### src/rtl/spi_dac_responder.sv
// SPI mode-0 responder: receives a WORD_BITS frame on Mosi, returns TxData on Miso, and validates frame length.
// Latency: RxValid/FrameError pulse 2 clk after the synchronized nCs rise is detected. There is no backpressure.
// Sck must run at clk/4 or slower. Every frame is accepted or flagged.
module spi_dac_responder #(
    parameter int WORD_BITS   = 24,
    parameter int SYNC_STAGES = 2
) (
    input  logic                 clk,
    input  logic                 nRst,
    input  logic                 Sck,
    input  logic                 Mosi,
    input  logic                 nCs,
    output logic                 Miso,
    input  logic [WORD_BITS-1:0] TxData,
    output logic [WORD_BITS-1:0] RxData,
    output logic                 RxValid,
    output logic                 FrameError,
    output logic [15:0]          FrameCount
);

    localparam int CNT_W = $clog2(WORD_BITS + 2);
    localparam int ARM_W = $clog2(SYNC_STAGES + 2) + 1;
    localparam logic [CNT_W-1:0] CNT_FULL = CNT_W'(WORD_BITS);
    localparam logic [CNT_W-1:0] CNT_MAX  = CNT_W'(WORD_BITS + 1);
    localparam logic [ARM_W-1:0] ARM_DONE = ARM_W'(SYNC_STAGES + 1);

    typedef enum logic [1:0] {ARMED, IDLE, SHIFT, CHECK} state_t;

    state_t state, stateNext;

    logic [SYNC_STAGES-1:0] sckSync, mosiSync, csSync;
    logic                   sckDly, csDly;
    logic                   sckS, mosiS, csS;
    logic                   sckRise, sckFall, csRise, csFall;

    logic [WORD_BITS-1:0]   rxShift, txShift;
    logic [CNT_W-1:0]       bitCnt;
    logic [ARM_W-1:0]       armCnt;
    logic                   armDone;

    logic loadTx, rxShiftEn, txShiftEn, commit, flagError;

    always_ff @(posedge clk or negedge nRst) begin
        if (!nRst) begin
            sckSync  <= '0;
            mosiSync <= '0;
            csSync   <= '1;
            sckDly   <= 1'b0;
            csDly    <= 1'b1;
        end else begin
            sckSync[0]  <= Sck;
            mosiSync[0] <= Mosi;
            csSync[0]   <= nCs;
            for (int i = 1; i < SYNC_STAGES; i++) begin
                sckSync[i]  <= sckSync[i-1];
                mosiSync[i] <= mosiSync[i-1];
                csSync[i]   <= csSync[i-1];
            end
            sckDly <= sckSync[SYNC_STAGES-1];
            csDly  <= csSync[SYNC_STAGES-1];
        end
    end

    assign sckS    = sckSync[SYNC_STAGES-1];
    assign mosiS   = mosiSync[SYNC_STAGES-1];
    assign csS     = csSync[SYNC_STAGES-1];
    assign sckRise = sckS & ~sckDly;
    assign sckFall = ~sckS & sckDly;
    assign csRise  = csS & ~csDly;
    assign csFall  = ~csS & csDly;

    // The synchronizers reset to idle levels, so ARMED waits for them to flush before trusting nCs.
    assign armDone = (armCnt == ARM_DONE);

    always_ff @(posedge clk or negedge nRst) begin
        if (!nRst) begin
            armCnt <= '0;
        end else if (state == ARMED && !armDone) begin
            armCnt <= armCnt + 1'b1;
        end
    end

    always_ff @(posedge clk or negedge nRst) begin
        if (!nRst) begin
            state <= ARMED;
        end else begin
            state <= stateNext;
        end
    end

    always_comb begin
        stateNext = state;
        loadTx    = 1'b0;
        rxShiftEn = 1'b0;
        txShiftEn = 1'b0;
        commit    = 1'b0;
        flagError = 1'b0;
        case (state)
            ARMED: begin
                if (armDone && csS) begin
                    stateNext = IDLE;
                end
            end
            IDLE: begin
                if (csFall) begin
                    stateNext = SHIFT;
                    loadTx    = 1'b1;
                end
            end
            SHIFT: begin
                // An nCs rise swallows any Sck edge seen in the same cycle.
                if (csRise) begin
                    stateNext = CHECK;
                end else begin
                    rxShiftEn = sckRise;
                    txShiftEn = sckFall;
                end
            end
            CHECK: begin
                stateNext = IDLE;
                if (bitCnt == CNT_FULL) begin
                    commit = 1'b1;
                end else begin
                    flagError = 1'b1;
                end
            end
            default: stateNext = ARMED;
        endcase
    end

    always_ff @(posedge clk or negedge nRst) begin
        if (!nRst) begin
            rxShift    <= '0;
            txShift    <= '0;
            bitCnt     <= '0;
            Miso       <= 1'b0;
            RxData     <= '0;
            RxValid    <= 1'b0;
            FrameError <= 1'b0;
            FrameCount <= '0;
        end else begin
            RxValid    <= commit;
            FrameError <= flagError;
            if (commit) begin
                RxData     <= rxShift;
                FrameCount <= FrameCount + 16'd1;
            end

            if (loadTx) begin
                rxShift <= '0;
                txShift <= TxData;
                bitCnt  <= '0;
            end else begin
                if (rxShiftEn) begin
                    if (bitCnt < CNT_FULL) begin
                        rxShift <= {rxShift[WORD_BITS-2:0], mosiS};
                    end
                    if (bitCnt != CNT_MAX) begin
                        bitCnt <= bitCnt + 1'b1;
                    end
                end
                if (txShiftEn) begin
                    txShift <= {txShift[WORD_BITS-2:0], 1'b0};
                end
            end

            if (loadTx) begin
                Miso <= TxData[WORD_BITS-1];
            end else if (txShiftEn) begin
                Miso <= txShift[WORD_BITS-2];
            end else if (stateNext != SHIFT) begin
                Miso <= 1'b0;
            end
        end
    end

endmodule
### config.mk
export PLATFORM = sky130hd
export DESIGN_NAME = spi_dac_responder
export DESIGN_NICKNAME = d
export VERILOG_FILES = /design/src/rtl/spi_dac_responder.sv
export SDC_FILE = /design/constraint.sdc
export NUM_CORES = 1
export LEC_CHECK = 0
export BUFFER_PORTS_ARGS = -buffer_cell sky130_fd_sc_hd__buf_4
export CORE_AREA = 2 2 74 111
export CTS_CLUSTER_SIZE = 20
export DETAILED_ROUTE_END_ITERATION = 8
export DIE_AREA = 0 0 76 113
export MAX_ROUTING_LAYER = met4
export PLACE_DENSITY = 0.82
export SLEW_MARGIN = 20
export SYNTH_ARGS = -nofsm -noshare
export SYNTH_HDL_FRONTEND = slang
export SYNTH_SLANG_ARGS = --single-unit
### constraint.sdc
create_clock -name clk -period 3.2 [get_ports clk]
set_input_delay 0.48 -clock clk [delete_from_list [all_inputs] [get_ports clk]]
set_output_delay 0.48 -clock clk [all_outputs]
set_load 0.005 [all_outputs]
==> results.sh, run 1 <==
export IMPL_post_cts_buffers=0
export IMPL_slew_headroom=0.3559
export IMPL_async_flop_share=1.000
export IMPL_dp_hpwl_mm=5.717
export IMPL_crit_type="flip-flop to flip-flop"
export IMPL_finalHoldViolCount=0
export IMPL_routed_wl_mm=8.224
export IMPL_syn_cell_area_sq_mm=0.004468
export IMPL_synthCells=390
export IMPL_clk_latency_ns=0.34
export IMPL_drive_gt1_frac=0.2759
export IMPL_antenna_found_initial=0
export IMPL_seq_power_share=0.511
export IMPL_fin_crit_sh=0.6012
export IMPL_hold_buffers=0
export IMPL_cts_tree="done"
export IMPL_p_int_mw=2.316
export IMPL_grt_remaining_overflow=0
export IMPL_die_w_um=76
export IMPL_timing_rr_start="bitCnt[0]"
export IMPL_synth_top_area_frac=0.5881
export IMPL_cts_root_buf="clkbuf_16"
export IMPL_cp_start_kind="flip-flop"
export IMPL_drt_initial_drc_count=236
export IMPL_ys_seq_area_frac=0.6057
export IMPL_grt_pass1_vias=3229
export IMPL_synth_top_flop_cell="dfrtp_1"
export IMPL_htree_levels=3
export IMPL_max_freq_mhz=519.8
export IMPL_cp_data_required_time_ns=3.42
export IMPL_synthesis_nets=425
export IMPL_clock_skew_ns=0.005966
export IMPL_switchingPower_mw=0.6687
export IMPL_yosys_area_top_type="dfrtp_1"
export IMPL_post_place_ws_ns=1.274
export IMPL_rows=39
export IMPL_start_util=0.5907
export IMPL_synth_area_leaders="dfrtp_1, nand2_1, mux2_2, a22oi_1, o21ai_0"
export IMPL_min_period_ns=1.924
export IMPL_status="finished, final reports clean"
export IMPL_fin_ws_ns=1.276
export IMPL_areaGrowthSynthToFinish_pct=21.11
export IMPL_ir_drop_mv=0.3917
export IMPL_sw_frac_of_total=0.2240
export IMPL_vias=3051
export IMPL_postRouteAntennaNets=0
export IMPL_avgRoutedWirePerCell_um=14.53
export IMPL_syn_area_per_cell_sq_um=11.46
export IMPL_clk_pin_slew_worst_paths_ns=0.07
export IMPL_cts_sinks=108
export IMPL_grt_pass1_wl_mm=14.51
export IMPL_hold_worst_slack_ns=0.1897
export IMPL_fin_nets=494
export IMPL_setup_viol=0
export IMPL_clock_power_share=0.420
export IMPL_drv_slew=0
export IMPL_crit_start="bitCnt[0]"
export IMPL_setup_tns_final_ns=0
export IMPL_drc_errors=0
export IMPL_power_density_mw_per_mm2=551.6
export IMPL_core_area_sq_mm=0.007564
export IMPL_die_h_um=113
export IMPL_critPathMaxFanout=29
export IMPL_endpoint_kind="flip-flop"
export IMPL_ios=72
export IMPL_grt_max_degree=61
export IMPL_grt_use_total=0.2176
export IMPL_cp_arrival_ns=2.15
export IMPL_rr_worst_depth=6
export IMPL_synth_seq_cells=108
export IMPL_combPwrFrac=0.069
export IMPL_synth_distinct_cells=38
export IMPL_synth_edf_count=0
export IMPL_vias_per_cell=5.390
export IMPL_drv_cap=0
export IMPL_place_congestion=0.8228
export IMPL_cts_made_buffers=9
export IMPL_clockBufferDepth=2
export IMPL_port_buffers=71
export IMPL_p_leak_nw=2.665
export IMPL_diodes=0
export IMPL_dieArea_sq_mm=0.008588
export IMPL_rsz0062_at_grt="no"
export IMPL_hold_path_class="primary input to asynchronous set/reset pin"
export IMPL_cts_resized=0
export IMPL_yosys_warnings=0
export IMPL_reg2reg_setup_slack_ns=1.28
export IMPL_dr_pass1_iters=5
export IMPL_worst_slew_pin_slew_ns=0.9661
==> metal layers <==
layer  global-route usage  routed length [um]  share of wire  vias to the layer above
met4              0.08364                 147          0.018                        0
met1               0.2521                3338           0.41                     1502
met3              0.05263                 318          0.039                       11
li1                     -                   -              -                     1468
met5                    -                   0              0                        -
met2               0.3696                4419           0.54                       70
==> synth_stat cells (all sizes together) (6+ instances only) <==
| cell type | count |
|---|---|
| nor2 | 8 |
| nand3 | 9 |
| nand2 | 101 |
| a22oi | 21 |
| xor2 | 6 |
| inv | 7 |
| dfrtp | 105 |
| mux2 | 26 |
| ha | 6 |
| buf | 15 |
| o21ai | 28 |
| xnor2 | 12 |
==> sequential cells by signal, summed over array words and instances (netlist names), 2 cells and up <==
name,flops
rxShift,24
bitCnt,5
csSync,2
state,2
txShift,23
FrameCount,16
armCnt,3
sckSync,2
RxData,24
mosiSync,2
==> path summary, 6_finish.rpt <==
| path | endpoint |
|---|---|
| min reg2reg | csSync[1] |
| max | RxData[7] |
| min in group clk | mosiSync[0] |
| max in group asynchronous | rxShift[21] |
| min | armCnt[0] |
| max reg2reg | RxData[7] |
==> power groups by stage <==
stage / Clock (mW) / Sequential [mW] / Combinational, mW
2_1_floorplan: 0 / 1.53 / 0.123
3_3_place_gp: 0 / 1.54 / 0.195
3_5_place_dp: 0 / 1.55 / 0.207
4_1_cts: 1.28 / 1.53 / 0.210
5_1_grt: 1.35 / 1.54 / 0.238
6_report: 1.25 / 1.53 / 0.205
==> metrics by stage <==
step | util | cells | power [mW] | instance area (sq um)
6_report | 0.7155 | 566 | 2.985 | 5411
5_1_grt | 0.7155 | 566 | 3.125 | 5411
4_1_cts | 0.7155 | 566 | 3.019 | 5411
3_5_place_dp | 0.6693 | 550 | 1.755 | 5062
3_3_place_gp | 0.6693 | 550 | 1.739 | 5062
2_1_floorplan | - | 390 | 1.656 | 4468
==> placed cells by master, fill, tap and decap left out, types with 7 or more instances in the layout <==
cell | netlist | layout
nand3_1 | 9 | 9
clkbuf_16 | 0 | 9
nand2_1 | 101 | 101
dfrtp_1 | 105 | 105
mux2_2 | 26 | 26
o21ai_0 | 24 | 24
buf_4 | 4 | 77
inv_1 | 7 | 7
nor2_1 | 7 | 7
xnor2_1 | 12 | 12
a22oi_1 | 21 | 21
==> layout make-up <==
cell class / instances / area (sq um)
clock inverter: 7 / 123.9
sequential: 108 / 2706
clock buffer: 9 / 225.2
inverter: 7 / 26.28
multi-input combinational: 256 / 1624
tap: 102 / 127.6
timing repair buffer: 77 / 578.1
fill: 525 / 2152
==> logic make-up (layout without fill, tap and decap cells) <==
group	Yosys count	in the layout	share of synthesized area
and+or+nand+nor	144	144	0.1504
buffers and inverters	26	100	0.03080
muxes	31	31	0.07673
xor gates and xnor gates	18	18	0.03528
DFF	108	108	0.6057
adders and majority gates	6	6	0.01680
AOI/OAI and AO/OA	57	57	0.08429
==> critical path, cell delays in order (launching register included) <==
cell and delay, ns:
dfrtp_1 0.42, inv_1 0.11, ha_1 0.20, nand4b_4 0.18, nor2_2 0.14, buf_4 0.34
mux2_2 0.40
No activity file was read; power rests on OpenSTA's default activity.
==> inputs of run 2 (changes only) <==
--- a/config.mk
+++ b/config.mk
@@ -5,13 +5,14 @@
 export SDC_FILE = /design/constraint.sdc
 export NUM_CORES = 1
 export LEC_CHECK = 0
+export ABC_AREA = 1
 export BUFFER_PORTS_ARGS = -buffer_cell sky130_fd_sc_hd__buf_4
-export CORE_AREA = 2 2 74 111
+export CORE_AREA = 2 2 81 122
 export CTS_CLUSTER_SIZE = 20
 export DETAILED_ROUTE_END_ITERATION = 8
-export DIE_AREA = 0 0 76 113
+export DIE_AREA = 0 0 83 124
 export MAX_ROUTING_LAYER = met4
-export PLACE_DENSITY = 0.82
+export PLACE_DENSITY = 0.74
 export SLEW_MARGIN = 20
 export SYNTH_ARGS = -nofsm -noshare
 export SYNTH_HDL_FRONTEND = slang
==> constraint.sdc (replaced) <==
create_clock -name clk -period 1.72 [get_ports clk]
set_input_delay 0.258 -clock clk [delete_from_list [all_inputs] [get_ports clk]]
set_output_delay 0.258 -clock clk [all_outputs]
set_load 0.005 [all_outputs]
==> run 2 against run 1 <==
  * Non-clock buffer count grew 13
  * Via count grew 18%
  * Global-route usage shrank 1.9 points
  * Cell count grew 22%
  * Hold slack lost 0.16 ns
  * First-iteration DRC count grew 8.9%
  * Sequential power grew 110%
==> results.sh, run 2 <==
export IMPL_status="finished, final reports clean"
export IMPL_postRouteAntennaNets=0
export IMPL_core_area_sq_mm=0.009200
export IMPL_cp_data_required_time_ns=1.96
export IMPL_grt_remaining_overflow=0
export IMPL_finalHoldViolCount=0
export IMPL_drv_slew=0
export IMPL_switchingPower_mw=1.810
export IMPL_synth_distinct_cells=30
export IMPL_synthCells=497
export IMPL_max_freq_mhz=645.0
export IMPL_clockBufferDepth=2
export IMPL_cts_root_buf="clkbuf_16"
export IMPL_min_period_ns=1.550
export IMPL_reg2reg_to="FrameCount[5]"
export IMPL_dieArea_sq_mm=0.01029
export IMPL_dp_hpwl_mm=6.323
export IMPL_top_regs="RxData x24, rxShift x24, txShift x23"
export IMPL_die_w_um=83
export IMPL_timing_rr_start="bitCnt[0]"
export IMPL_yosys_top_cells_count="nand2_1, dfrtp_1, inv_1, nand3_1, o21ai_0"
export IMPL_drv_cap=0
export IMPL_combPwrFrac=0.165
export IMPL_ys_seq_area_frac=0.5865
export IMPL_setup_viol=0
export IMPL_crit_type="flip-flop to flip-flop"
export IMPL_vias=3600
export IMPL_htree_levels=3
export IMPL_p_int_mw=4.378
export IMPL_final_cell_mix="nand2_1, dfrtp_1, buf_4"
export IMPL_routed_wl_mm=9.094
export IMPL_power_density_mw_per_mm2=1090
export IMPL_die_h_um=124
export IMPL_synth_area_leaders="dfrtp_1, nand2_1, nand3_1, inv_1, o21ai_0"
export IMPL_vias_per_cell=5.202
export IMPL_cts_tree="done"
export IMPL_grt_pass1_vias=3496
export IMPL_syn_cell_area_sq_mm=0.004614
export IMPL_grt_pass1_wl_mm=15.99
export IMPL_yosys_warnings=0
export IMPL_diodes=0
export IMPL_grt_max_degree=52
export IMPL_clk_latency_ns=0.35
export IMPL_areaGrowthSynthToFinish_pct=22.97
export IMPL_rows=43
export IMPL_synthesis_nets=532
export IMPL_rr_worst_depth=9
export IMPL_layout_commonest_cell="nand2_1"
export IMPL_min_from="Mosi"
export IMPL_drive_gt1_frac=0.2121
export IMPL_cp_start_kind="flip-flop"
export IMPL_hold_path_class="primary input to flip-flop"
export IMPL_async_flop_share=1.000
export IMPL_dr_wl_met3_um=416
export IMPL_reg2reg_setup_slack_ns=0.17
export IMPL_ir_drop_mv=0.7613
export IMPL_place_congestion=0.8708
export IMPL_critPathMaxFanout=12
export IMPL_drc_errors=0
export IMPL_ios=72
export IMPL_port_buffers=71
export IMPL_synth_top_flop_cell="dfrtp_1"
export IMPL_endpoint_kind="flip-flop"
export IMPL_synth_most_common_cell="nand2_1"
export IMPL_wl_met1_mm=3.781
export IMPL_worst_slew_pin_slew_ns=0.4154
export IMPL_p_leak_nw=2.756
export IMPL_seq_power_share=0.507
export IMPL_hold_end="mosiSync[0]"
export IMPL_drt_initial_drc_count=257
export IMPL_fin_nets=610
export IMPL_setup_tns_final_ns=0
export IMPL_yosys_area_top_type="dfrtp_1"
export IMPL_grt_use_total=0.1983
export IMPL_placed_cells=670
export IMPL_start_util=0.5016
export IMPL_cts_made_buffers=9
export IMPL_clock_power_share=0.328
export IMPL_dr_pass1_iters=4
export IMPL_clk_pin_slew_worst_paths_ns=0.07
export IMPL_fin_crit_sh=0.9014
export IMPL_synth_top_area_frac=0.5694
export IMPL_cts_sinks=108
export IMPL_slew_headroom=0.7231
export IMPL_avgRoutedWirePerCell_um=13.14
export IMPL_antenna_found_initial=0
export IMPL_clock_skew_ns=0.009392
export IMPL_sw_frac_of_total=0.2924
export IMPL_cp_arrival_ns=1.79
export IMPL_hold_depth=1
export IMPL_routed_wl_met2_mm=4.776
export IMPL_top_layer_used="met4"
export IMPL_synth_seq_cells=108
export IMPL_finalNonFillerCells=692
export IMPL_synth_edf_count=0
export IMPL_rsz0062_at_grt="no"
export IMPL_syn_area_per_cell_sq_um=9.285
-- run 2: cell types whose count changed after synthesis, sizes merged, moves of 5 or more --
cell	delta
a22oi	-21
inv	+45
mux2	-25
mux2i	-5
nand2	+30
nand3	+44
nand4	+19
nor2	+14
o21ai	+5
o22ai	+24
xnor2	-8
-- run 2: final cells by class --
cell class / count / area, sq um
fillers: 782 / 3526
flip-flops and latches: 108 / 2708
multi-input cells: 313 / 1603
repair buffers: 90 / 720.7
clock buffers: 10 / 239.0
inverters: 53 / 210.2
well taps: 112 / 140.1
clock inverters: 6 / 53.80
-- run 2: logic make-up after synthesis --
kind of cell / after synthesis / share of synthesized area
AOI/OAI and AO/OA: 62 / 0.07592
xor gates and xnor gates: 11 / 0.02088
adders and majority gates: 6 / 0.01627
buffers and inverters: 76 / 0.06941
DFF: 108 / 0.5865
muxes: 1 / 0.002440
and+or+nand+nor: 233 / 0.2286
-- run 2: worst max-delay path by stage --
stage / from / endpoint / slack, ns / cells past startpoint
final: bitCnt[0] / FrameCount[5] / 0.17 / 9
after global routing: bitCnt[0] / FrameCount[5] / 0.01 / 9
after CTS: bitCnt[0] / FrameCount[5] / 0.03 / 9
after detailed placement: bitCnt[0] / FrameCount[5] / -0.02 / 9
after global placement: bitCnt[0] / FrameCount[8] / 0.12 / 9
after floorplan: bitCnt[0] / FrameCount[11] / 0.28 / 9
-- run 2: critical path: stages, from the launching register on --
cell and delay [ns]:
dfrtp_2 0.44, inv_1 0.09, ha_1 0.14, inv_1 0.06
nor2_4 0.11, nand3b_4 0.18, inv_8 0.13, nand2_1 0.10
o21ai_1 0.14, nand2_1 0.06
-- run 2: power groups by stage --
stage	clock [mW]	sequential, mW	combinational (mW)
3_5_place_dp	0	3.17	1.01
4_1_cts	2.08	3.13	1.02
5_1_grt	2.18	3.19	1.17
6_report	2.03	3.14	1.02
3_3_place_gp	0	3.15	0.970
2_1_floorplan	0	3.11	0.716
-- run 2: routing by layer --
layer	track usage	vias up
met5	-	-
met4	0.06455	0
met3	0.04771	6
met2	0.3357	88
met1	0.2359	1716
li1	-	1790
-- run 2: per-stage QoR --
step           power, mW  setup WS, ns  area, sq um    util  hold WS, ns
6_report           6.188        0.1696         5674  0.6168      0.02478
5_1_grt            6.535       0.01453         5674  0.6168      0.01363
4_1_cts            6.229       0.02899         5627  0.6116     0.003756
3_5_place_dp       4.186      -0.02428         5301  0.5762       0.2191
3_3_place_gp       4.121        0.1232         5301  0.5762       0.2158
2_1_floorplan      3.828        0.2844         4614       -     -0.03759
-- run 2: what timing repair did --
action	CTS	global route
gates resized for setup	1	9
hold buffers	3	0
endpoints found under the setup margin	1	9
buffers inserted	0	3
pin swaps	0	1
hold endpoints to repair	28	0
